<file path="src/rtl/nes_mem_arbiter_if.sv">
// Bus bundle for nes_mem_arbiter: requester strobes/results plus the memory port.
// Requests are one-cycle strobes sampled on the rising clock edge. There is no ready
// back-pressure: a strobe aimed at an occupied slot is dropped and flagged by overrun.
// Each *_valid / ld_ack output is a single-cycle pulse.
interface nes_mem_arbiter_if #(
  parameter int ADDR_W = 22
);
  logic              cpu_rd;
  logic              cpu_wr;
  logic [ADDR_W-1:0] cpu_addr;
  logic [7:0]        cpu_d;
  logic [7:0]        cpu_q;
  logic              cpu_valid;
  logic              ppu_rd;
  logic [ADDR_W-1:0] ppu_addr;
  logic [7:0]        ppu_q;
  logic              ppu_valid;
  logic              ld_wr;
  logic [ADDR_W-1:0] ld_addr;
  logic [7:0]        ld_d;
  logic              ld_ack;
  logic [ADDR_W-1:0] mem_addr;
  logic              mem_re;
  logic              mem_we;
  logic [7:0]        mem_d;
  logic [7:0]        mem_q;
  logic              overrun;
  logic [1:0]        dbg_state;

  modport slave (
    input  cpu_rd, cpu_wr, cpu_addr, cpu_d, ppu_rd, ppu_addr,
           ld_wr, ld_addr, ld_d, mem_q,
    output cpu_q, cpu_valid, ppu_q, ppu_valid, ld_ack,
           mem_addr, mem_re, mem_we, mem_d, overrun, dbg_state
  );

  modport master (
    output cpu_rd, cpu_wr, cpu_addr, cpu_d, ppu_rd, ppu_addr,
           ld_wr, ld_addr, ld_d, mem_q,
    input  cpu_q, cpu_valid, ppu_q, ppu_valid, ld_ack,
           mem_addr, mem_re, mem_we, mem_d, overrun, dbg_state
  );
endinterface

</file>
<file path="src/rtl/nes_mem_arbiter.sv">
// Single-port memory arbiter for NES CPU, PPU and flash loader with fixed read latency.
// Optional NES_MEM_ARB_RR_EN: alternate CPU/PPU on ties instead of fixed PPU > CPU > LD.
module nes_mem_arbiter #(
  parameter int ADDR_W = 22,
  parameter int RD_LAT = 2
) (
  input  logic                clock,
  input  logic                reset,
  nes_mem_arbiter_if.slave    bus
);

  typedef enum logic [1:0] {
    S_IDLE    = 2'd0,
    S_RD_WAIT = 2'd1
  } state_t;

  localparam logic [2:0] LAT = 3'(RD_LAT);

  state_t            state_q, state_d;
  logic [2:0]        cnt_q, cnt_d;
  logic              rd_cap_q, rd_cap_d;
  logic              rd_own_q, rd_own_d;

  logic              cpu_v_q, cpu_v_d, cpu_wr_q, cpu_wr_d;
  logic [ADDR_W-1:0] cpu_addr_q, cpu_addr_d;
  logic [7:0]        cpu_dat_q, cpu_dat_d;
  logic              ppu_v_q, ppu_v_d;
  logic [ADDR_W-1:0] ppu_addr_q, ppu_addr_d;
  logic              ld_v_q, ld_v_d;
  logic [ADDR_W-1:0] ld_addr_q, ld_addr_d;
  logic [7:0]        ld_dat_q, ld_dat_d;

  logic [ADDR_W-1:0] mem_addr_q, mem_addr_d;
  logic              mem_re_q, mem_re_d, mem_we_q, mem_we_d;
  logic [7:0]        mem_wdata_q, mem_wdata_d;
  logic [7:0]        cpu_rdata_q, cpu_rdata_d, ppu_rdata_q, ppu_rdata_d;
  logic              cpu_valid_q, cpu_valid_d, ppu_valid_q, ppu_valid_d;
  logic              ld_ack_q, ld_ack_d;
  logic              overrun_q, overrun_d;

  logic can_issue, gnt_cpu, gnt_ppu, gnt_ld, rd_grant, wr_grant;
  logic cpu_req, cpu_busy, ppu_busy, ld_busy;

  assign can_issue = (state_q == S_IDLE);

`ifdef NES_MEM_ARB_RR_EN
  // last_ppu_q: 1 when the PPU won the most recent CPU/PPU tie.
  logic last_ppu_q, last_ppu_d;
  assign gnt_ppu    = can_issue & ppu_v_q & ~(cpu_v_q & last_ppu_q);
  assign gnt_cpu    = can_issue & cpu_v_q & (~ppu_v_q | last_ppu_q);
  assign last_ppu_d = (can_issue & cpu_v_q & ppu_v_q) ? ~last_ppu_q : last_ppu_q;

  always_ff @(posedge clock or posedge reset) begin
    if (reset) last_ppu_q <= 1'b0;
    else       last_ppu_q <= last_ppu_d;
  end
`else
  assign gnt_ppu = can_issue & ppu_v_q;
  assign gnt_cpu = can_issue & cpu_v_q & ~ppu_v_q;
`endif

  assign gnt_ld   = can_issue & ld_v_q & ~ppu_v_q & ~cpu_v_q;
  assign rd_grant = gnt_ppu | (gnt_cpu & ~cpu_wr_q);
  assign wr_grant = (gnt_cpu & cpu_wr_q) | gnt_ld;

  // State register
  always_ff @(posedge clock or posedge reset) begin
    if (reset) begin
      state_q  <= S_IDLE;
      cnt_q    <= 3'd0;
      rd_cap_q <= 1'b0;
      rd_own_q <= 1'b0;
    end else begin
      state_q  <= state_d;
      cnt_q    <= cnt_d;
      rd_cap_q <= rd_cap_d;
      rd_own_q <= rd_own_d;
    end
  end

  // Next state: rd_cap_d marks the cycle in which mem_q carries the read data.
  always_comb begin
    state_d  = state_q;
    cnt_d    = cnt_q;
    rd_cap_d = 1'b0;
    rd_own_d = rd_grant ? gnt_ppu : rd_own_q;
    case (state_q)
      S_IDLE: begin
        if (rd_grant) begin
          state_d = S_RD_WAIT;
          cnt_d   = LAT;
        end
      end
      S_RD_WAIT: begin
        cnt_d = 3'(cnt_q - 3'd1);
        if (cnt_q == 3'd1) begin
          state_d  = S_IDLE;
          rd_cap_d = 1'b1;
        end
      end
      default: state_d = S_IDLE;
    endcase
  end

  // Outputs and pending slots
  always_comb begin
    mem_re_d    = rd_grant;
    mem_we_d    = wr_grant;
    ld_ack_d    = gnt_ld;
    mem_addr_d  = mem_addr_q;
    mem_wdata_d = mem_wdata_q;
    if (gnt_ppu)      mem_addr_d = ppu_addr_q;
    else if (gnt_cpu) mem_addr_d = cpu_addr_q;
    else if (gnt_ld)  mem_addr_d = ld_addr_q;
    if (gnt_cpu & cpu_wr_q) mem_wdata_d = cpu_dat_q;
    else if (gnt_ld)        mem_wdata_d = ld_dat_q;

    cpu_valid_d = rd_cap_q & ~rd_own_q;
    ppu_valid_d = rd_cap_q & rd_own_q;
    cpu_rdata_d = cpu_valid_d ? bus.mem_q : cpu_rdata_q;
    ppu_rdata_d = ppu_valid_d ? bus.mem_q : ppu_rdata_q;

    cpu_req  = bus.cpu_rd | bus.cpu_wr;
    cpu_busy = cpu_v_q & ~gnt_cpu;
    ppu_busy = ppu_v_q & ~gnt_ppu;
    ld_busy  = ld_v_q & ~gnt_ld;

    cpu_v_d    = cpu_busy;
    cpu_wr_d   = cpu_wr_q;
    cpu_addr_d = cpu_addr_q;
    cpu_dat_d  = cpu_dat_q;
    if (cpu_req & ~cpu_busy) begin
      cpu_v_d    = 1'b1;
      cpu_wr_d   = bus.cpu_wr;
      cpu_addr_d = bus.cpu_addr;
      cpu_dat_d  = bus.cpu_d;
    end

    ppu_v_d    = ppu_busy;
    ppu_addr_d = ppu_addr_q;
    if (bus.ppu_rd & ~ppu_busy) begin
      ppu_v_d    = 1'b1;
      ppu_addr_d = bus.ppu_addr;
    end

    ld_v_d    = ld_busy;
    ld_addr_d = ld_addr_q;
    ld_dat_d  = ld_dat_q;
    if (bus.ld_wr & ~ld_busy) begin
      ld_v_d    = 1'b1;
      ld_addr_d = bus.ld_addr;
      ld_dat_d  = bus.ld_d;
    end

    // Simultaneous CPU read+write keeps the write and counts the read as dropped.
    overrun_d = overrun_q | (cpu_req & cpu_busy) | (bus.cpu_rd & bus.cpu_wr)
              | (bus.ppu_rd & ppu_busy) | (bus.ld_wr & ld_busy);
  end

  always_ff @(posedge clock or posedge reset) begin
    if (reset) begin
      cpu_v_q     <= 1'b0;
      cpu_wr_q    <= 1'b0;
      cpu_addr_q  <= '0;
      cpu_dat_q   <= 8'h00;
      ppu_v_q     <= 1'b0;
      ppu_addr_q  <= '0;
      ld_v_q      <= 1'b0;
      ld_addr_q   <= '0;
      ld_dat_q    <= 8'h00;
      mem_addr_q  <= '0;
      mem_re_q    <= 1'b0;
      mem_we_q    <= 1'b0;
      mem_wdata_q <= 8'h00;
      cpu_rdata_q <= 8'h00;
      ppu_rdata_q <= 8'h00;
      cpu_valid_q <= 1'b0;
      ppu_valid_q <= 1'b0;
      ld_ack_q    <= 1'b0;
      overrun_q   <= 1'b0;
    end else begin
      cpu_v_q     <= cpu_v_d;
      cpu_wr_q    <= cpu_wr_d;
      cpu_addr_q  <= cpu_addr_d;
      cpu_dat_q   <= cpu_dat_d;
      ppu_v_q     <= ppu_v_d;
      ppu_addr_q  <= ppu_addr_d;
      ld_v_q      <= ld_v_d;
      ld_addr_q   <= ld_addr_d;
      ld_dat_q    <= ld_dat_d;
      mem_addr_q  <= mem_addr_d;
      mem_re_q    <= mem_re_d;
      mem_we_q    <= mem_we_d;
      mem_wdata_q <= mem_wdata_d;
      cpu_rdata_q <= cpu_rdata_d;
      ppu_rdata_q <= ppu_rdata_d;
      cpu_valid_q <= cpu_valid_d;
      ppu_valid_q <= ppu_valid_d;
      ld_ack_q    <= ld_ack_d;
      overrun_q   <= overrun_d;
    end
  end

  assign bus.cpu_q     = cpu_rdata_q;
  assign bus.cpu_valid = cpu_valid_q;
  assign bus.ppu_q     = ppu_rdata_q;
  assign bus.ppu_valid = ppu_valid_q;
  assign bus.ld_ack    = ld_ack_q;
  assign bus.mem_addr  = mem_addr_q;
  assign bus.mem_re    = mem_re_q;
  assign bus.mem_we    = mem_we_q;
  assign bus.mem_d     = mem_wdata_q;
  assign bus.overrun   = overrun_q;
  assign bus.dbg_state = state_q;

endmodule

</file>
<file path="src/flat_wrapper.sv">
// flat-port wrapper written by rule: the top's interface ports become plain ports
module nes_mem_arbiter_flat 
#(
  parameter int ADDR_W = 22,
  parameter int RD_LAT = 2
)
  (clock, reset, bus_cpu_rd, bus_cpu_wr, bus_cpu_addr, bus_cpu_d, bus_ppu_rd, bus_ppu_addr, bus_ld_wr, bus_ld_addr, bus_ld_d, bus_mem_q, bus_cpu_q, bus_cpu_valid, bus_ppu_q, bus_ppu_valid, bus_ld_ack, bus_mem_addr, bus_mem_re, bus_mem_we, bus_mem_d, bus_overrun, bus_dbg_state);
  nes_mem_arbiter_if #(.ADDR_W(ADDR_W)) bus_i ();
  input  logic clock;
  input  logic reset;
  input wire logic [$bits(bus_i.cpu_rd)-1:0] bus_cpu_rd;
  input wire logic [$bits(bus_i.cpu_wr)-1:0] bus_cpu_wr;
  input wire logic [$bits(bus_i.cpu_addr)-1:0] bus_cpu_addr;
  input wire logic [$bits(bus_i.cpu_d)-1:0] bus_cpu_d;
  input wire logic [$bits(bus_i.ppu_rd)-1:0] bus_ppu_rd;
  input wire logic [$bits(bus_i.ppu_addr)-1:0] bus_ppu_addr;
  input wire logic [$bits(bus_i.ld_wr)-1:0] bus_ld_wr;
  input wire logic [$bits(bus_i.ld_addr)-1:0] bus_ld_addr;
  input wire logic [$bits(bus_i.ld_d)-1:0] bus_ld_d;
  input wire logic [$bits(bus_i.mem_q)-1:0] bus_mem_q;
  output wire logic [$bits(bus_i.cpu_q)-1:0] bus_cpu_q;
  output wire logic [$bits(bus_i.cpu_valid)-1:0] bus_cpu_valid;
  output wire logic [$bits(bus_i.ppu_q)-1:0] bus_ppu_q;
  output wire logic [$bits(bus_i.ppu_valid)-1:0] bus_ppu_valid;
  output wire logic [$bits(bus_i.ld_ack)-1:0] bus_ld_ack;
  output wire logic [$bits(bus_i.mem_addr)-1:0] bus_mem_addr;
  output wire logic [$bits(bus_i.mem_re)-1:0] bus_mem_re;
  output wire logic [$bits(bus_i.mem_we)-1:0] bus_mem_we;
  output wire logic [$bits(bus_i.mem_d)-1:0] bus_mem_d;
  output wire logic [$bits(bus_i.overrun)-1:0] bus_overrun;
  output wire logic [$bits(bus_i.dbg_state)-1:0] bus_dbg_state;
  assign bus_i.cpu_rd = bus_cpu_rd;
  assign bus_i.cpu_wr = bus_cpu_wr;
  assign bus_i.cpu_addr = bus_cpu_addr;
  assign bus_i.cpu_d = bus_cpu_d;
  assign bus_i.ppu_rd = bus_ppu_rd;
  assign bus_i.ppu_addr = bus_ppu_addr;
  assign bus_i.ld_wr = bus_ld_wr;
  assign bus_i.ld_addr = bus_ld_addr;
  assign bus_i.ld_d = bus_ld_d;
  assign bus_i.mem_q = bus_mem_q;
  assign bus_cpu_q = bus_i.cpu_q;
  assign bus_cpu_valid = bus_i.cpu_valid;
  assign bus_ppu_q = bus_i.ppu_q;
  assign bus_ppu_valid = bus_i.ppu_valid;
  assign bus_ld_ack = bus_i.ld_ack;
  assign bus_mem_addr = bus_i.mem_addr;
  assign bus_mem_re = bus_i.mem_re;
  assign bus_mem_we = bus_i.mem_we;
  assign bus_mem_d = bus_i.mem_d;
  assign bus_overrun = bus_i.overrun;
  assign bus_dbg_state = bus_i.dbg_state;
  nes_mem_arbiter #(.ADDR_W(ADDR_W), .RD_LAT(RD_LAT)) u_core (.clock(clock), .reset(reset), .bus(bus_i));
endmodule
</file>
<file path="config.mk">
export PLATFORM = sky130hd
export DESIGN_NAME = nes_mem_arbiter_flat
export DESIGN_NICKNAME = d
export VERILOG_FILES = /design/src/rtl/nes_mem_arbiter_if.sv /design/src/rtl/nes_mem_arbiter.sv /design/src/flat_wrapper.sv
export SDC_FILE = /design/constraint.sdc
export NUM_CORES = 1
export LEC_CHECK = 0
export CAP_MARGIN = 20
export CORE_MARGIN = 1.5
export CORE_UTILIZATION = 45
export CTS_CLUSTER_SIZE = 16
export DETAILED_ROUTE_END_ITERATION = 8
export MAX_ROUTING_LAYER = met4
export PLACE_DENSITY = 0.84
export SYNTH_ARGS = -nofsm -noshare
export SYNTH_HDL_FRONTEND = slang
export SYNTH_SLANG_ARGS = --single-unit
</file>
<file path="constraint.sdc">
create_clock -name clock -period 10.1 [get_ports clock]
set_input_delay 1.01 -clock clock [delete_from_list [all_inputs] [get_ports clock]]
set_output_delay 1.01 -clock clock [all_outputs]
set_load 0.01 [all_outputs]
</file>
==> reports/results.tsv <==
metric	value	unit
commonest non-fill, non-tap cell in the layout	clkdlybuf4s50_1	
CTS tree	done	
status	finished, final reports clean	
post-placement cell area	7720	um2
die area	14400	um2
crit path time final	3.02	ns
Antenna Nets Post-Route	0	
aggregate global-route resource usage	21.9	%
unrepaired setup endpoints after global routing	no	
vias in the first global route	4540	
reg2reg start	u_core.ppu_v_q	
pwr/cell area	271	nW/um2
GR Overflow Total	0	
hold depth	1	
Clock Latency Late Sink	0.42	ns
Fill cells	1009	
max_cap viols	0	
WP buf/inv	2	
Pleak	3.72	nW
Finished Core Util	62.9	%
hold_sp	u_core.cpu_addr_q[5]	
synthesized area	6160	um2
R2R setup slack	7.75	ns
post-route cell area	8370	um2
max-slew violation count	0	
CTS Root Cell	clkbuf_16	
setup TNS	0	ns
post-synthesis net count	552	
H-Tree Depth	4	
CP Launch Type	flop	
worst-path cell chain	buf_4 -> clkdlybuf4s50_1	
CP max stage delay	0.68	ns
setup violators final	0	
Yosys reg bits	144	
Worst Skew	0.00790	ns
Synth Area in XOR/XNOR	0.142	%
first-pass GRT wire length	23400	um
Crit path max-delay family	buffers and inverters	
Area Growth Syn to Fin	35.8	%
WS Path Type	reg -> out	
final WL	14400	um
Sink Count	144	
n_diodes	0	
CTS buffer count	17	
CTS clk-pin slew, worst paths	0.06	ns
Slew @ Worst Pin	0.936	ns
CTS Hold Bufs	0	
element type at the critical path end	output pin	
Yosys warnings	0	
# DRC	0	
per-cell routed wire length	18.4	um
Vias	4196	
post-synthesis mux area share	20.4	%
Synth Area in Compound Gates	11.5	%
Worst Hold Endpoint	u_core.cpu_addr_q[5]	
reg2reg path depth	3	
post-synthesis cell count	454	
most frequent cells in the layout	clkdlybuf4s50_1 (148), dfrtp_1 (142), nor2_1 (43)	
Tcrit/Tclk final	29.9	%
post-DP HPWL	9510	um
initial core utilization	46.3	%
IO Pins	150	
DRT Pass-1 Iters	4	
Die X	120	um
layout cells sized above 1	19.9	%
largest net degree at the start of global routing	74	
Min-Delay Path Class	reg -> reg	
critical path arrival	2.01	ns
FF+latch area	3610	um2
Resized cells post-CTS	0	
area of the multi-input gates	2320	um2
headroom to the max-slew limit	37.6	%
initial antenna violation count	0	
final hold violations	0	
worst r2r dst	u_core.cpu_addr_q[19]	
setup repair bufs after CTS	0	
Tot Pwr	2.27	mW
vias per std cell	5.36	
Slowest-stage cell, CP	clkdlybuf4s50_1	
Synth Area in Simple Gates	4.95	%
crit path max fanout	64	
1st-iter DRT viols	246	
register area share after synthesis	58.5	%
gp weighted congestion	0.789	
core area	13300	um2
Cell variety after synth	46	
CP required	9.09	ns
CTS Buffer Depth	2	
largest family of logic cells by synthesized area	multiplexers	
Final nets	693	
Port Buffers	148	
Fmax	0.332	GHz
Avg Cell Area, Syn	13.6	um2
Synth Area in Adders	0.406	%
Die Y	120	um
Max VDD drop	0.250	mV
cell row count	42	
==> worst max-delay path by stage <==
stage / slack, ns / cells after the start / to / startpoint
after floorplan: 5.22 / 1 / u_core.bus.cpu_q[0] / reset
after global placement: 7.14 / 3 / u_core.ppu_v_q / reset
after detailed placement: 7.04 / 3 / u_core.ppu_v_q / reset
after CTS: 7.07 / 2 / bus_dbg_state[0] / u_core.bus.dbg_state[0]
after global routing: 7.00 / 2 / bus_dbg_state[0] / u_core.bus.dbg_state[0]
final: 7.08 / 2 / bus_dbg_state[0] / u_core.bus.dbg_state[0]
==> worst reg2reg max path, stage by stage, from the launching register on <==
cell and delay (ns):
dfrtp_2 0.73, o21ai_2 0.37, and2b_2 0.73, mux2_1 0.40
==> stage by stage <==
stage / setup WS [ns] / hold slack [ns] / std cells
finish: 7.08 / 0.487 / 783
global placement: 7.14 / 0.462 / 749
global route: 7.00 / 0.506 / 783
floorplan: 5.22 / 0.448 / 454
CTS: 7.07 / 0.490 / 780
detailed placement: 7.04 / 0.477 / 749
==> area by class of cell <==
class | instances | share of cell area [%]
Sequential cell | 144 | 43.1
Clock inverter | 10 | 1.60
Inverter | 12 | 0.598
Timing Repair Buffer | 156 | 18.6
Clock buffer | 21 | 5.74
Multi-Input combinational cell | 264 | 27.8
Tap cell | 176 | 2.63
==> sequential cells by signal (all words and copies together), names as in the netlist, 3 cells and up <==
signal               flops
u_core.ld_addr_q        22
u_core.bus.mem_d         8
u_core.bus.ppu_q         8
u_core.ppu_addr_q       22
u_core.cpu_dat_q         8
u_core.cnt_q             3
u_core.bus.mem_addr     22
u_core.cpu_addr_q       22
u_core.ld_dat_q          8
u_core.bus.cpu_q         8
==> metal layers <==
metal | GRT usage (%) | vias to the layer above | routed length [um]
li1 | - | 1913 | -
met1 | 26.3 | 2129 | 6050
met2 | 36.8 | 137 | 7530
met3 | 5.18 | 17 | 646
met4 | 6.99 | 0 | 173
met5 | - | - | 0
==> kinds of logic (layout without fill, tap and decap cells) <==
| family | after synthesis | count (layout) |
|---|---|---|
| AO/OA/AOI/OAI | 92 | 92 |
| XOR/XNOR | 1 | 1 |
| adder cells (fa/ha/maj) | 2 | 2 |
| buffers and inverters | 46 | 199 |
| flip-flops | 144 | 144 |
| multiplexers | 102 | 102 |
| other | 1 | 1 |
| AND/OR/NAND/NOR | 66 | 66 |
==> power breakdown <==
group	leakage, nW	internal, mW	switching (mW)
Clock	0.301	0.411	0.228
Combinational	1.62	0.402	0.300
Sequential	1.80	0.787	0.137
==> cells in the mapped netlist (all sizes together) <==
cell type  instances  area (um2)
dfrtp            144        3600
mux2              99        1230
nor2              44         168
buf               26         178
o21ai             23         119
inv               12        45.0
a211oi            11        82.6
o2bb2ai           11        96.3
o41ai             11        96.3
a2bb2oi           10        87.6
a211o              9        78.8
nand2              9        36.3
clkbuf             8        30.0
a22oi              5        37.5
mux2i              3        30.0
nand2b             3        18.8
o221ai             3        26.3
a21oi              2        10.0
a22o               2        17.5
ha                 2        25.0
nor3               2        21.3
o31ai              2        28.8
a21boi             1        7.51
a21o               1        7.51
and2b              1        7.51
and3               1        6.26
conb               1        3.75
nor2b              1        6.26
nor4               1        6.26
nor4b              1        8.76
nor4bb             1        10.0
o21ba              1        10.0
or2                1        6.26
or4b               1        10.0
xor2               1        8.76
Note: power is estimated with default switching activity, not from simulation.
